$ cat config.mk
export PLATFORM = sky130hd
export DESIGN_NAME = smux_rr_arb
export DESIGN_NICKNAME = d
export VERILOG_FILES = /design/src/rtl/smux_pkg.sv /design/src/rtl/smux_rr_grant.sv /design/src/rtl/smux_rr_arb.sv
export SDC_FILE = /design/constraint.sdc
export NUM_CORES = 1
export LEC_CHECK = 0
export CAP_MARGIN = 20
export CORE_ASPECT_RATIO = 0.5
export CORE_MARGIN = 2
export CORE_UTILIZATION = 33
export DETAILED_ROUTE_END_ITERATION = 6
export PLACE_DENSITY = 0.88
export RECOVER_POWER = 50
export SYNTH_ARGS = -nofsm -noshare
export SYNTH_HDL_FRONTEND = slang
export SYNTH_SLANG_ARGS = --single-unit
$ cat constraint.sdc
create_clock -name clk -period 2 [get_ports clk]
set_input_delay 0.2 -clock clk [delete_from_list [all_inputs] [get_ports clk]]
set_output_delay 0.2 -clock clk [all_outputs]
set_load 0.01 [all_outputs]
$ cat src/rtl/smux_pkg.sv
// Shared constants and helpers for the round-robin word multiplexer family.
package smux_pkg;

    localparam int SMUX_WIDTH    = 16;
    localparam int SMUX_CHANNELS = 4;

    typedef enum logic {
        SMUX_EMPTY = 1'b0,
        SMUX_FULL  = 1'b1
    } smux_state_t;

    function automatic int smux_selw(input int n);
        return (n <= 2) ? 1 : $clog2(n);
    endfunction

endpackage

$ cat src/rtl/smux_rr_grant.sv
// Combinational round-robin grant: first valid channel scanning upward from ptr with wrap.
module smux_rr_grant
    import smux_pkg::*;
#(
    parameter  int CHANNELS = SMUX_CHANNELS,
    localparam int SELW     = smux_selw(CHANNELS)
) (
    input  logic [CHANNELS-1:0] valid,
    input  logic [SELW-1:0]     ptr,
    output logic [CHANNELS-1:0] grant,
    output logic [SELW-1:0]     grant_idx,
    output logic                any_grant
);

    always_comb begin
        int unsigned w_pos;
        grant     = '0;
        grant_idx = '0;
        any_grant = 1'b0;
        w_pos     = 0;
        for (int unsigned k = 0; k < CHANNELS; k++) begin
            w_pos = 32'(ptr) + k;
            if (w_pos >= CHANNELS) w_pos = w_pos - CHANNELS;
            for (int unsigned i = 0; i < CHANNELS; i++) begin
                if (i == w_pos && !any_grant && valid[i]) begin
                    any_grant = 1'b1;
                    grant[i]  = 1'b1;
                    grant_idx = SELW'(i);
                end
            end
        end
    end

endmodule

$ cat src/rtl/smux_rr_arb.sv
// Registered N-way word mux with round-robin arbitration and valid/ready handshakes.
// Optional manual channel select is compiled in with SMUX_FORCE_SEL_EN.
module smux_rr_arb
    import smux_pkg::*;
#(
    parameter  int WIDTH    = SMUX_WIDTH,
    parameter  int CHANNELS = SMUX_CHANNELS,
    localparam int SELW     = smux_selw(CHANNELS)
) (
    input  logic                      clk,
    input  logic                      reset,
`ifdef SMUX_FORCE_SEL_EN
    input  logic                      force_en,
    input  logic [SELW-1:0]           force_sel,
`endif
    input  logic [CHANNELS-1:0]       in_valid,
    input  logic [WIDTH*CHANNELS-1:0] in_data,
    output logic [CHANNELS-1:0]       in_ready,
    output logic                      out_valid,
    output logic [WIDTH-1:0]          out_data,
    output logic [SELW-1:0]           out_chan,
    input  logic                      out_ready
);

    localparam int unsigned LAST = CHANNELS - 1;

    smux_state_t         r_state, w_state_nxt;
    logic [WIDTH-1:0]    r_data;
    logic [SELW-1:0]     r_chan;
    logic [SELW-1:0]     r_ptr;

    logic [CHANNELS-1:0] w_mask;
    logic                w_force;
    logic [CHANNELS-1:0] w_grant;
    logic [SELW-1:0]     w_gidx;
    logic                w_any;
    logic                w_slot_free;
    logic                w_in_xfer;
    logic                w_out_xfer;
    logic [WIDTH-1:0]    w_word;

    // Forcing restricts the candidate set to one channel; out-of-range selects leave it empty.
    always_comb begin
        w_mask  = '1;
        w_force = 1'b0;
`ifdef SMUX_FORCE_SEL_EN
        if (force_en) begin
            w_force = 1'b1;
            w_mask  = '0;
            for (int unsigned i = 0; i < CHANNELS; i++) begin
                if (force_sel == SELW'(i)) w_mask[i] = 1'b1;
            end
        end
`endif
    end

    smux_rr_grant #(.CHANNELS(CHANNELS)) u_grant (
        .valid     (in_valid & w_mask),
        .ptr       (r_ptr),
        .grant     (w_grant),
        .grant_idx (w_gidx),
        .any_grant (w_any)
    );

    assign out_valid   = (r_state == SMUX_FULL);
    assign out_data    = r_data;
    assign out_chan    = r_chan;
    assign w_slot_free = !out_valid || out_ready;
    assign in_ready    = w_grant & {CHANNELS{w_slot_free && !reset}};
    assign w_in_xfer   = w_any && w_slot_free && !reset;
    assign w_out_xfer  = out_valid && out_ready;

    always_comb begin
        w_word = '0;
        for (int unsigned i = 0; i < CHANNELS; i++) begin
            if (w_gidx == SELW'(i)) w_word = in_data[i*WIDTH +: WIDTH];
        end
    end

    always_comb begin
        w_state_nxt = r_state;
        case (r_state)
            SMUX_EMPTY: if (w_in_xfer) w_state_nxt = SMUX_FULL;
            SMUX_FULL:  if (w_out_xfer && !w_in_xfer) w_state_nxt = SMUX_EMPTY;
            default:    w_state_nxt = SMUX_EMPTY;
        endcase
    end

    always_ff @(posedge clk) begin
        if (reset) begin
            r_state <= SMUX_EMPTY;
            r_data  <= '0;
            r_chan  <= '0;
            r_ptr   <= '0;
        end else begin
            r_state <= w_state_nxt;
            if (w_in_xfer) begin
                r_data <= w_word;
                r_chan <= w_gidx;
                if (!w_force) begin
                    r_ptr <= (w_gidx == SELW'(LAST)) ? '0 : w_gidx + SELW'(1);
                end
            end
        end
    end

endmodule

==> Yosys cells after proc, flatten, opt, wreduce, memory -nomap -nowiden <==
Cells that the tools add are included.
{ "classes": {"n_addsub": 8, "n_lt_le_gt_ge": 4, "eq_ne": 15, "n_mux": 58, "bitwise_logic": 2, "reduce_logical": 60} }
{ "ops": {"columns": ["op", "n"], "rows": [
  ["== test 2 x 32 -> 1 bit, first input constant", 8],
  ["== test 1 x 32 -> 1 bit, first input constant", 4],
  ["logical NOT 32 bit", 4],
  ["2-to-1 mux 32 bit", 4],
  ["greater-or-equal comparator 32 x 3 -> 1 bit, second input constant", 3],
  ["subtractor 32 x 3 -> 32 bit, second input constant", 3],
  ["2-to-1 mux 16 bit", 4],
  ["logical AND 1 bit", 36],
  ["2-to-1 mux 1 bit", 34],
  ["2-to-1 mux 2 bit", 15],
  ["logical NOT 1 bit", 18],
  ["adder 2 x 2 -> 3 bit, second input constant", 2],
  ["AND 4 bit", 1],
  ["== test 2 bit, second input constant", 2],
  ["subtractor 2 x 3 -> 4 bit, second input constant", 1],
  ["adder 2 x 1 -> 3 bit, second input constant", 1],
  ["greater-or-equal comparator 2 x 3 -> 1 bit, second input constant", 1],
  ["adder 2 x 1 -> 2 bit, second input constant", 1],
  ["== test 2 x 1 -> 1 bit, second input constant", 1],
  ["logical NOT 2 bit", 1],
  ["case mux 1 bit (2 select lines)", 1],
  ["logical OR 1 bit", 1],
  ["inverter 1 bit", 1]
]} }
{ "totals": {"ff_bits": 21, "input_bits": 71, "out_inout_bits": 23, "wordCells": 151} }

==> Longest topological paths before layout <==
Gate-level depths: netlist of run 1.
{ "logic_depth": {"word_depth": 71, "mapped_depth": 12, "depth_no_buf": 9} }

==> Modules after synthesis <==
A second synthesis of run 1 with hierarchy kept.
{ "hier_totals": {"cells_unflattened": 211, "hier_area_um2": 1682.9} }
{ "by_module_without_submodules": {"columns": ["mod", "n_inst", "cells_per_inst", "area_each_um2", "seq_area_each_um2"], "rows": [
  ["smux_rr_arb", 1, 178, 1471.4, 420.4],
  ["smux_rr_grant", 1, 33, 211.5, 0.0]
]} }

==> Worst setup path after synthesis of run 1 <==
Ideal clock, no wire load.
{ "synth_path": {"path_kind": "reg2reg", "start": "register r_ptr[1]", "end": "register r_data[0], in the netlist out_data[0]", "setup_time_ns": 0.070, "arrival_ns": 1.908, "required_ns": 1.930, "path_slack_ns": 0.022, "path_stages_with_launch": 12, "path_buffers": 3, "period_less_slack_ns": 1.978, "cell_sequence": "dfxtp_1 > buf_2 > a21o_1 > a21oi_1 > o22ai_1 > ha_1 > clkbuf_1 > buf_2 > nand2_1 > o21ai_0 > a22oi_1 > a21oi_1"} }
{ "synth_between": {"elab_chain_cells": 70, "word_cells_on_any_way": 118, "cone_classes": "7 x add/sub; 4 x order compare; 15 x eq/ne; 39 x mux; 53 x reduce/logical"} }
{ "synth_lines": {"columns": ["item", "line", "rtl"], "rows": [
  ["start, declared", "smux_rr_arb.sv:30", "logic [SELW-1:0] r_ptr;"],
  ["start signal, assigned", "smux_rr_arb.sv:101", "r_ptr <= (w_gidx == SELW'(LAST)) ? '0 : w_gidx + SELW'(1);"],
  ["subtractor 2 x 3 -> 4 bit or greater-or-equal comparator 2 x 3 -> 1 bit (tied branches)", "smux_rr_grant.sv:23", "if (w_pos >= CHANNELS) w_pos = w_pos - CHANNELS;"],
  ["2-to-1 mux 32 bit", "smux_rr_grant.sv:23", null],
  ["logical NOT 32 bit", "smux_rr_grant.sv:25", "if (i == w_pos && !any_grant && valid[i]) begin"],
  ["logical AND 1 bit", "smux_rr_grant.sv:25", null],
  ["2-to-1 mux 1 bit", "smux_rr_grant.sv:25", null],
  ["logical NOT 1 bit", "smux_rr_grant.sv:25", null],
  ["logical AND 1 bit (2 in a row)", "smux_rr_grant.sv:25", null],
  ["2-to-1 mux 1 bit", "smux_rr_grant.sv:25", null],
  ["[48 not listed]", null, null],
  ["logical NOT 1 bit", "smux_rr_grant.sv:25", null],
  ["logical AND 1 bit (2 in a row)", "smux_rr_grant.sv:25", null],
  ["2-to-1 mux 1 bit", "smux_rr_grant.sv:25", null],
  ["logical NOT 1 bit", "smux_rr_grant.sv:25", null],
  ["logical AND 1 bit (2 in a row)", "smux_rr_grant.sv:25", null],
  ["2-to-1 mux 2 bit", "smux_rr_grant.sv:25", null],
  ["logical NOT 2 bit", "smux_rr_arb.sv:76", "if (w_gidx == SELW'(i)) w_word = in_data[i*WIDTH +: WIDTH];"],
  ["2-to-1 mux 16 bit (4 in a row)", "smux_rr_arb.sv:76", null],
  ["end signal, assigned", "smux_rr_arb.sv:98", "r_data <= w_word;"],
  ["end, declared", "smux_rr_arb.sv:28", "logic [WIDTH-1:0] r_data;"]
]} }
Parallel ways exist; a longest one is shown, timed or not.
A chain may end at the register's enable or synchronous reset.

==> Worst setup path in the final report of run 1 <==
{ "layout_path": {"start": "register r_ptr[1]", "end": "register r_data[5], in the netlist out_data[5]"} }
Same word-level chain as after synthesis.

==> results of run 1 <==
## flip-flops by register name (all words and copies together), names as in the netlist
| name | flops |
|---|---|
| out_data | 16 |
| out_valid | 1 |
| r_ptr | 2 |
| out_chan | 2 |
## cells in the mapped netlist (2+ instances only)
cell | instances | area (sq um)
a22oi_1 | 16 | 120
o21ai_0 | 17 | 85.1
buf_6 | 4 | 45.0
o22ai_1 | 2 | 12.5
nand2b_1 | 2 | 12.5
dfxtp_1 | 21 | 420
a21oi_1 | 72 | 360
o21ai_1 | 4 | 20.0
nand2_1 | 21 | 78.8
nor2_1 | 6 | 22.5
inv_1 | 21 | 78.8
ha_1 | 4 | 50.1
clkbuf_1 | 10 | 37.5
buf_4 | 2 | 15.0
buf_2 | 5 | 25.0
## per-layer routing
| layer | part of all wire | up-vias | wire length [um] |
|---|---|---|---|
| met5 | 0 | - | 0 |
| met4 | 0.052 | 0 | 391 |
| met3 | 0.087 | 54 | 650 |
| met2 | 0.49 | 162 | 3640 |
| met1 | 0.37 | 1064 | 2790 |
| li1 | - | 984 | - |
## through the flow
step                hold slack [ns]  setup TNS (ns)  cell area, sq um  setup slack (ns)
floorplan                     0.269               0              1520            0.0222
global placement              0.452           -5.76              2600            -0.391
detailed placement            0.452           -7.96              2600            -0.587
CTS                           0.465         -0.0125              2670          -0.00869
global route                  0.479           -1.53              2870            -0.208
finish                        0.461          -0.348              2870            -0.130
## area by class of cell
type	instances	share of cell area
inverters	22	0.0288
flip-flops and latches	21	0.149
clock buffers	4	0.0157
repair buffers	120	0.419
well taps	57	0.0248
multi-input cells	158	0.363
## layout by cell type, fill, tap and decap left out, drive strengths merged, types with 2 or more instances in the layout
cell,netlist,layout
nor2,6,6
clkbuf,10,8
nand2,21,21
a22oi,16,16
ha,4,4
buf,11,23
nor3,2,2
nor4,2,2
and3,2,2
o22ai,2,2
nand2b,2,2
o21ai,21,21
dfxtp,21,21
clkdlybuf4s50,0,71
inv,21,21
dlygate4sd2,0,7
dlygate4sd3,0,15
a21oi,72,72
## worst reg2reg max path, stage by stage, from the launching register on
cell and delay (ns):
dfxtp_4 0.37, a21o_1 0.17, a21oi_2 0.13, o22ai_2 0.15, buf_4 0.18, ha_4 0.19
buf_12 0.15, a21oi_2 0.15, o21ai_1 0.09, a22oi_1 0.24, a21oi_1 0.16
## final timing paths
| path | start | end | slack (ns) | cells past startpoint |
|---|---|---|---|---|
| min reg2reg | out_chan[0] | out_chan[0] | 0.46 | 2 |
| min | out_chan[0] | out_chan[0] | 0.46 | 2 |
| max reg2reg | r_ptr[1] | out_data[5] | -0.13 | 10 |
| max | r_ptr[1] | out_data[5] | -0.13 | 10 |
## cell families (layout without fill, tap and decap cells)
| family | Yosys count | after routing | share of synthesized area |
|---|---|---|---|
| compound gates | 116 | 116 | 0.424 |
| simple gates | 37 | 37 | 0.123 |
| mux | 1 | 1 | 0.00661 |
| flops | 21 | 21 | 0.277 |
| buf+inv | 43 | 146 | 0.135 |
| fa+ha+maj | 4 | 4 | 0.0330 |
## what timing repair did
item	in CTS	in global routing
hold buffers	0	0
resized for setup	16	39
cloned	0	2
setup endpoints to repair	19	16
setup buffers	0	3
pin swaps	0	20
## power by group through the flow
stage | logic, mW | clock network, mW | registers [mW]
5_1_grt | 1.02 | 0.316 | 0.534
2_1_floorplan | 0.355 | 0 | 0.551
4_1_cts | 0.802 | 0.288 | 0.524
3_5_place_dp | 0.789 | 0 | 0.533
6_report | 0.966 | 0.294 | 0.531
3_3_place_gp | 0.763 | 0 | 0.530
==> run_results.csv, run 1 <==
group,metric,value,unit
outcome,status,"finished, violations left",
outcome,violations,"setup timing",
global_route,overflow,0,
logic_synthesis,async_flop_share,0,
cells_and_area,multi_input_area,1040,sq um
critical_path,critical-path-top-delay-family,"compound AO/OA/AOI/OAI gates",
drt,antenna_left,0,
critical_path,crit_required,2.13,ns
cells_and_area,fill_cells,319,
cells_and_area,ff_latch_area,428,sq um
clock_tree,cts_tree,"yes",
clock_tree,clkLatencyLatePin,0.27,ns
global_route,antenna_found_initial,0,
power_and_ir_drop,cellPowerDensity,624,nW/um^2
place,dp.final_hpwl,4620,um
floorplan,die_h,51.9,um
logic_synthesis,synth_nets,297,
global_route,grt_first_pass_wirelength,9360,um
drt,vias,2264,
critical_path,crit_slowest_cell,"dfxtp_4",
logic_synthesis,ys_seq_elements,21,
power_and_ir_drop,power.switching,0.674,mW
global_route,grt_pass1_vias,1981,
floorplan,core-area,4400,sq um
global_route,grt_max_degree,33,
place,routabilityCongestion,0.863,
cells_and_area,area_growth,89.5,%
place,port_buffers,93,
cells_and_area,antennaDiodeCount,0,
drt,drc,0,
global_route,track_usage,0.231,
drt,vias_per_cell,5.93,
power_and_ir_drop,power_leakage,1.20,nW
sta,slew_headroom,0.724,
drt,wirelength,7480,um
sta,period_needed,2.13,ns
floorplan,die_area,5180,sq um
sta,finClkSkew,0.00513,ns
sta,hold_violations,0,
cells_and_area,nets,401,
cells_and_area,finalCoreUtilization,0.652,
drt,wl_per_cell,19.6,um
critical_path,start_kind,"register",
drt,dr.pass1.iters,7,
logic_synthesis,synthFlopType,"dfxtp_1",
clock_tree,cts_root_buf,"clkbuf_8",
critical_path,path_buf_inv,2,
logic_synthesis,yosys_warnings,0,
global_route,met1_usage,0.279,
power_and_ir_drop,comb_power_share,0.540,
sta,worst_pin_slew,0.414,ns
clock_tree,clkSinkCount,21,
critical_path,cp-end-kind,"register",
global_route,grt_util_met3,0.0363,
critical_path,path_cells,"a21o_1, a21oi_2, o22ai_2, buf_4, ha_4, buf_12, a21oi_2, o21ai_1, a22oi_1, a21oi_1",
sta,drv_slew,0,
floorplan,start_util,0.344,
critical_path,worstSetupPathType,"register to register",
clock_tree,cts_buffers,3,
logic_synthesis,ys_types,30,
critical_path,slowest_delay,0.37,ns
floorplan,rows,17,
clock_tree,clk_pin_slew,0.08,ns
global_route,grtUsageMet2,0.423,
logic_synthesis,yosysSeqAreaShare,0.277,
sta,maxClockFrequency,469,MHz
logic_synthesis,avgSynthCellArea,6.83,sq um
floorplan,die_x,99.8,um
power_and_ir_drop,p_int,1.12,mW
clock_tree,ctsLongestPathBuffers,2,
sta,rsz0062_at_grt,"true",
power_and_ir_drop,power.share.switching,0.377,
power_and_ir_drop,ir_worst_vdd,0.000287,V
critical_path,critPathArrivalTime,2.26,ns
floorplan,ios,94,
place,dp.cells,373,
critical_path,cp_max_fo,8,
power_and_ir_drop,design_power_total,1.79,mW
run,cap_violations,0,
logic_synthesis,syn_area,1520,sq um
cells_and_area,final_cells,382,
sta,setup_viol,8,
sta,period_share,1.07,
cells_and_area,drive_gt1_frac,0.200,
critical_path,path_common_cell,"a21oi_2",
min_path,holdCritPathClass,"register to register",
global_route,busiest_layer,"met2",
logic_synthesis,synth_edf_count,0,
power_and_ir_drop,p_seq_frac,0.296,
logic_synthesis,synthCells,222,
sta,worst_slack,-0.130,ns
power_and_ir_drop,p_clk_frac,0.164,
drt,drt_iter0_drc,224,
clock_tree,htree_levels,1,
(Power assumes the default switching activity.)
==> run 2, diff against run 1 <==
--- a/config.mk
+++ b/config.mk
@@ -6,7 +6,7 @@
 export NUM_CORES = 1
 export LEC_CHECK = 0
 export CAP_MARGIN = 20
-export CORE_ASPECT_RATIO = 0.5
+export CORE_ASPECT_RATIO = 1.4
 export CORE_MARGIN = 2
 export CORE_UTILIZATION = 33
 export DETAILED_ROUTE_END_ITERATION = 6
==> run 2 against run 1 <==
Compared with the run above:
- the flow now finishes without violations
- combinational power is 9.0% lower
- sequential cell count stayed put
- first-iteration DRC count is 34% lower
- die area is 0.49% lower
- cell count is 1.3% higher
- clock skew is 0.0016 ns higher
- non-clock buffer count stayed put
- core utilization is 1.7 points lower
- routed wire length is 26% lower
- critical path type unchanged
==> run_results.csv, run 2 (synthesis results as in run 1) <==
group,metric,value,unit
power_and_ir_drop,power_leakage,1.19,nW
drt,vias,2006,
clock_tree,clk_pin_slew,0.08,ns
cells_and_area,area_growth,87.0,%
sta,rsz0062_at_grt,"true",
sta,finClkSkew,0.00674,ns
clock_tree,clkLatencyLatePin,0.26,ns
global_route,track_usage,0.209,
global_route,antenna_found_initial,0,
drt,antenna_left,0,
drt,wl_per_cell,14.4,um
cells_and_area,drive_gt1_frac,0.169,
floorplan,start_util,0.340,
cells_and_area,largest_reg_flops,16,
place,routabilityCongestion,0.857,
power_and_ir_drop,ir_worst_vdd,0.000351,V
clock_tree,htree_levels,1,
cells_and_area,nets,401,
critical_path,cp_max_fo,13,
critical_path,cp-end-kind,"register",
clock_tree,postCtsSetupRepairBufs,0,
place,place_ws,-0.353,ns
clock_tree,cts_buffers,3,
place,port_buffers,93,
critical_path,reg2reg_slack,0.1,ns
cells_and_area,postLayoutCellArea,2830,sq um
sta,setup_viol,0,
global_route,grt_max_degree,33,
min_path,hold_end,"out_chan[0]",
sta,period_share,0.951,
power_and_ir_drop,design_power_total,1.68,mW
critical_path,path_buf_inv,3,
global_route,overflow,0,
critical_path,worst_r2r_endpoint,"out_data[13]",
critical_path,r2r_cells,11,
critical_path,worstSetupPathType,"register to register",
sta,holdWs,0.459,ns
critical_path,crit_slowest_cell,"dfxtp_4",
drt,drc,0,
drt,vias_per_cell,5.18,
critical_path,critPathArrivalTime,2.05,ns
cells_and_area,layout_commonest_cell,"clkdlybuf4s50_1",
global_route,grt_first_pass_wirelength,8410,um
cells_and_area,antennaDiodeCount,0,
floorplan,core-area,4460,sq um
sta,drv_slew,0,
sta,worst_pin_slew,0.587,ns
floorplan,rows,29,
clock_tree,clkSinkCount,21,
critical_path,path_common_cell,"a21oi_1",
global_route,grt_pass1_vias,1979,
min_path,hold_depth,2,
sta,slew_headroom,0.605,
floorplan,die_x,61.3,um
floorplan,die_h,84.2,um
sta,maxClockFrequency,526,MHz
drt,drt_iter0_drc,148,
sta,period_needed,1.90,ns
critical_path,critical-path-top-delay-family,"compound AO/OA/AOI/OAI gates",
critical_path,path_cells,"buf_4, nand2_1, nor2_2, nor3_2, inv_2, ha_4, buf_12, a21oi_1, o21ai_1, a22oi_1, a21oi_1",
clock_tree,ctsLongestPathBuffers,2,
drt,wirelength,5560,um
power_and_ir_drop,cellPowerDensity,593,nW/um^2
floorplan,ios,94,
clock_tree,cts_tree,"yes",
drt,dr.pass1.iters,5,
critical_path,crit_required,2.15,ns
clock_tree,cts_root_buf,"clkbuf_8",
run,cap_violations,0,
place,dpl_cell_area,2650,sq um
sta,hold_violations,0,
min_path,hp-start,"out_chan[0]",
sta,tns,0,ns
critical_path,timing.rr.start,"r_ptr[1]",
critical_path,start_kind,"register",
floorplan,die_area,5160,sq um
critical_path,slowest_delay,0.37,ns
cells_and_area,mostFrequentLayoutCells,"clkdlybuf4s50_1 (69), a21oi_1 (63), nand2_1 (21), inv_1 (20)",
min_path,holdCritPathClass,"register to register",
place,dp.final_hpwl,4250,um
sta,worst_slack,0.0977,ns
outcome,status,"finished clean",
-- run 2: worst reg2reg max path: stages, from the launching register on --
cell and delay (ns):
dfxtp_4 0.37, buf_4 0.15, nand2_1 0.07, nor2_2 0.05, nor3_2 0.25, inv_2 0.09, ha_4 0.19, buf_12 0.15
a21oi_1 0.13, o21ai_1 0.10, a22oi_1 0.18, a21oi_1 0.08
-- run 2: power by group --
group	internal (mW)	switching, mW
sequential	0.483	0.0401
clock	0.142	0.137
combinational	0.481	0.398
-- run 2: how the worst max path moves through the flow --
stage	startpoint	to	depth (start not counted)	slack, ns
4_1_cts	r_ptr[1]	out_data[2]	10	0.008
3_5_place_dp	in_valid[0]	out_data[2]	11	-0.35
3_3_place_gp	in_valid[0]	out_data[2]	11	-0.30
5_1_grt	r_ptr[1]	out_data[13]	11	-0.05
2_1_floorplan	r_ptr[1]	out_data[0]	11	0.02
6_report	r_ptr[1]	out_data[13]	11	0.1
-- run 2: final cells by class --
cell class	instances	area, sq um
multi-input cells	158	992
clock buffers	4	45.0
fillers	380	1630
flip-flops and latches	21	425
inverters	22	82.6
repair buffers	120	1210
well taps	62	77.6
-- run 2: repair_timing --
item,4_1_cts,5_1_grt
hold buffers,0,0
pin swaps,1,21
cloned,0,2
endpoints found under the hold margin,0,0
resized for setup,13,32
endpoints found under the setup margin,19,17
-- run 2: routing by layer --
metal | vias up | wire [um] | track usage
met2 | 91 | 3100 | 0.397
met5 | - | 0 | 0
met1 | 911 | 1940 | 0.212
li1 | 988 | - | -
met4 | 0 | 161 | 0.0751
met3 | 16 | 347 | 0.0385
-- run 2: per-stage QoR --
step / instances / util
finish: 387 / 0.635
global route: 387 / 0.635
CTS: 385 / 0.605
detailed placement: 381 / 0.593
global placement: 381 / 0.593
floorplan: 222 / -
==> RTL change (settings of run 1) <==
The package constant `SMUX_CHANNELS` goes from 4 to 5.
--- a/src/rtl/smux_pkg.sv
+++ b/src/rtl/smux_pkg.sv
@@ -2,7 +2,7 @@
 package smux_pkg;
 
     localparam int SMUX_WIDTH    = 16;
-    localparam int SMUX_CHANNELS = 4;
+    localparam int SMUX_CHANNELS = 5;
 
     typedef enum logic {
         SMUX_EMPTY = 1'b0,
Ports: changed (resized in_data, in_ready, in_valid and out_chan); port bits go from 94 to 113. The function was not compared with the original's and may differ.
==> RTL change against run 1 <==
  * Routed wire length rose by 130%
  * Highest routed layer is now met5
  * Sequential cell count rose by 2
  * The flow still finishes with violations (negative setup slack)
  * Final cell count rose by 120%
  * Count of clock-buffer cells in the layout down 1
  * Area after synthesis rose by 120%
  * Final area rose by 130%
  * Setup slack worse by 2.0 ns
  * Critical path type unchanged
Power is left out: it rests on default switching activity, and per cell area and clock period it moved more than threefold.
==> RTL change: results (changes against run 1) <==
outcome complete, but fails checks; failing checks negative setup slack; Overall Global Routing Usage 27.7% (+4.6 points); Layout Nets 810 (+100%); Fillers 705 (+120%); DP HPWL 11.2 mm (+140%); Max Clock Skew 0.00766 ns (+0.00253 ns); worst path arrival time 4.26 ns (+2.00 ns); max reg flops 16 (unchanged); hold crit path type reg2reg; Port Buffers 112 (+20%); TNS Setup -51.82 ns (-51.47 ns); Clock Latency Late Sink 0.27 ns (about the same); global-route wire length before repair 24.5 mm (+160%); vias in the first global route 4707 (+140%); most frequent cells after synthesis nand2_1 (58), nor2_1 (38), a21oi_1 (27); synth top area cells dfxtp_1 (14%), ha_1 (9.2%), nand2_1 (6.4%); worst slew pin tran 0.829 ns (+0.415 ns); Setup violations, final 28 (+20); GPL Wtd Cong 0.964 (+12%); vias per cell 5.84 (-1.4%); maximum number of pins on one net before global-route repair 34 (+3.0%); DR iter-0 viols 496 (+120%); Routed WL 17.0 mm (+130%); layout cells sized above 1 43.3% (+23 points); Synthesized Nets 580 (+95%); register area share after synthesis 13.6% (-14 points); initial antenna violation count 1 (+1); worst setup slack after layout -2.12 ns (-1.99 ns); first-pass iteration count of the detailed router 6 (-1); maximum fanout along the worst path 8 (unchanged); count of cell types in the netlist 76 (+150%); Longest Clk Path Bufs 2 (unchanged); Min-Delay Startpoint out_chan[1]; Post-synth ARST share 0% (unchanged); Root Driver clkbuf_16
-- RTL change: worst max-delay path: stages, from the launching register on --
cell and delay, ns:
dfxtp_4 0.35, clkinvlp_4 0.15, buf_4 0.13, buf_4 0.13
ha_2 0.21, nand2b_4 0.07, buf_4 0.15, a21oi_4 0.19
mux2i_2 0.25, o2111ai_2 0.20, o21ai_4 0.27, buf_4 0.19
o32ai_4 0.08, a22oi_2 0.24, nand2_1 0.14, inv_2 0.12
ha_4 0.16, a21boi_4 0.26, buf_12 0.16, buf_6 0.10
a21oi_2 0.05, nor4_2 0.26, o32ai_1 0.13
-- RTL change: cells by family after synthesis --
logic type	after synthesis	share of synthesized area, %
simple gates	198	31.8
compound gates	144	31.6
buf+inv	59	8.30
fa+ha+maj	26	9.81
flops	23	13.6
mux	12	3.65
xor+xnor	4	1.25
-- RTL change: layout make-up --
class                           instances  share of cell area (%)
Tap cell                              140                    2.62
Inverter                               19                    1.35
Clock inverter                          1                  0.0749
Sequential cell                        23                    6.98
Timing Repair Buffer                  263                    36.3
Clock buffer                            3                    1.12
Multi-Input combinational cell        386                    51.6
-- RTL change: timing repair --
item | CTS | global route
setup buffers | 32 | 5
pin swaps | 47 | 7
gates cloned | 4 | 2
hold buffers | 0 | 0
endpoints found under the setup margin | 28 | 28
gates resized for setup | 102 | 5
-- RTL change: final timing paths --
path	to	slack, ns	cells after the start
hold / removal	out_chan[1]	0.52	2
hold reg to reg	out_chan[1]	0.52	2
setup reg to reg	out_data[4]	-2.12	22
setup / recovery	out_data[4]	-2.12	22
-- RTL change: per-layer routing --
| layer | up-vias | global-route usage, % | routed length (µm) |
|---|---|---|---|
| met5 | - | 0 | 13 |
| met4 | 2 | 11.2 | 647 |
| met3 | 70 | 4.85 | 1330 |
| met1 | 2312 | 33.0 | 6860 |
| met2 | 270 | 51.5 | 8100 |
| li1 | 2226 | - | - |
-- RTL change: through the flow --
stage               std cells  util (%)  worst slack [ns]  area (µm²)  hold WS, ns
finish                    835      66.1             -2.12        6690        0.525
global route              835      66.1             -2.23        6690        0.546
CTS                       828      65.0             -1.94        6580        0.523
detailed placement        792      57.9             -2.14        5860        0.517
global placement          792      57.9             -2.05        5860        0.491
floorplan                 466         -             -2.31        3960        0.404
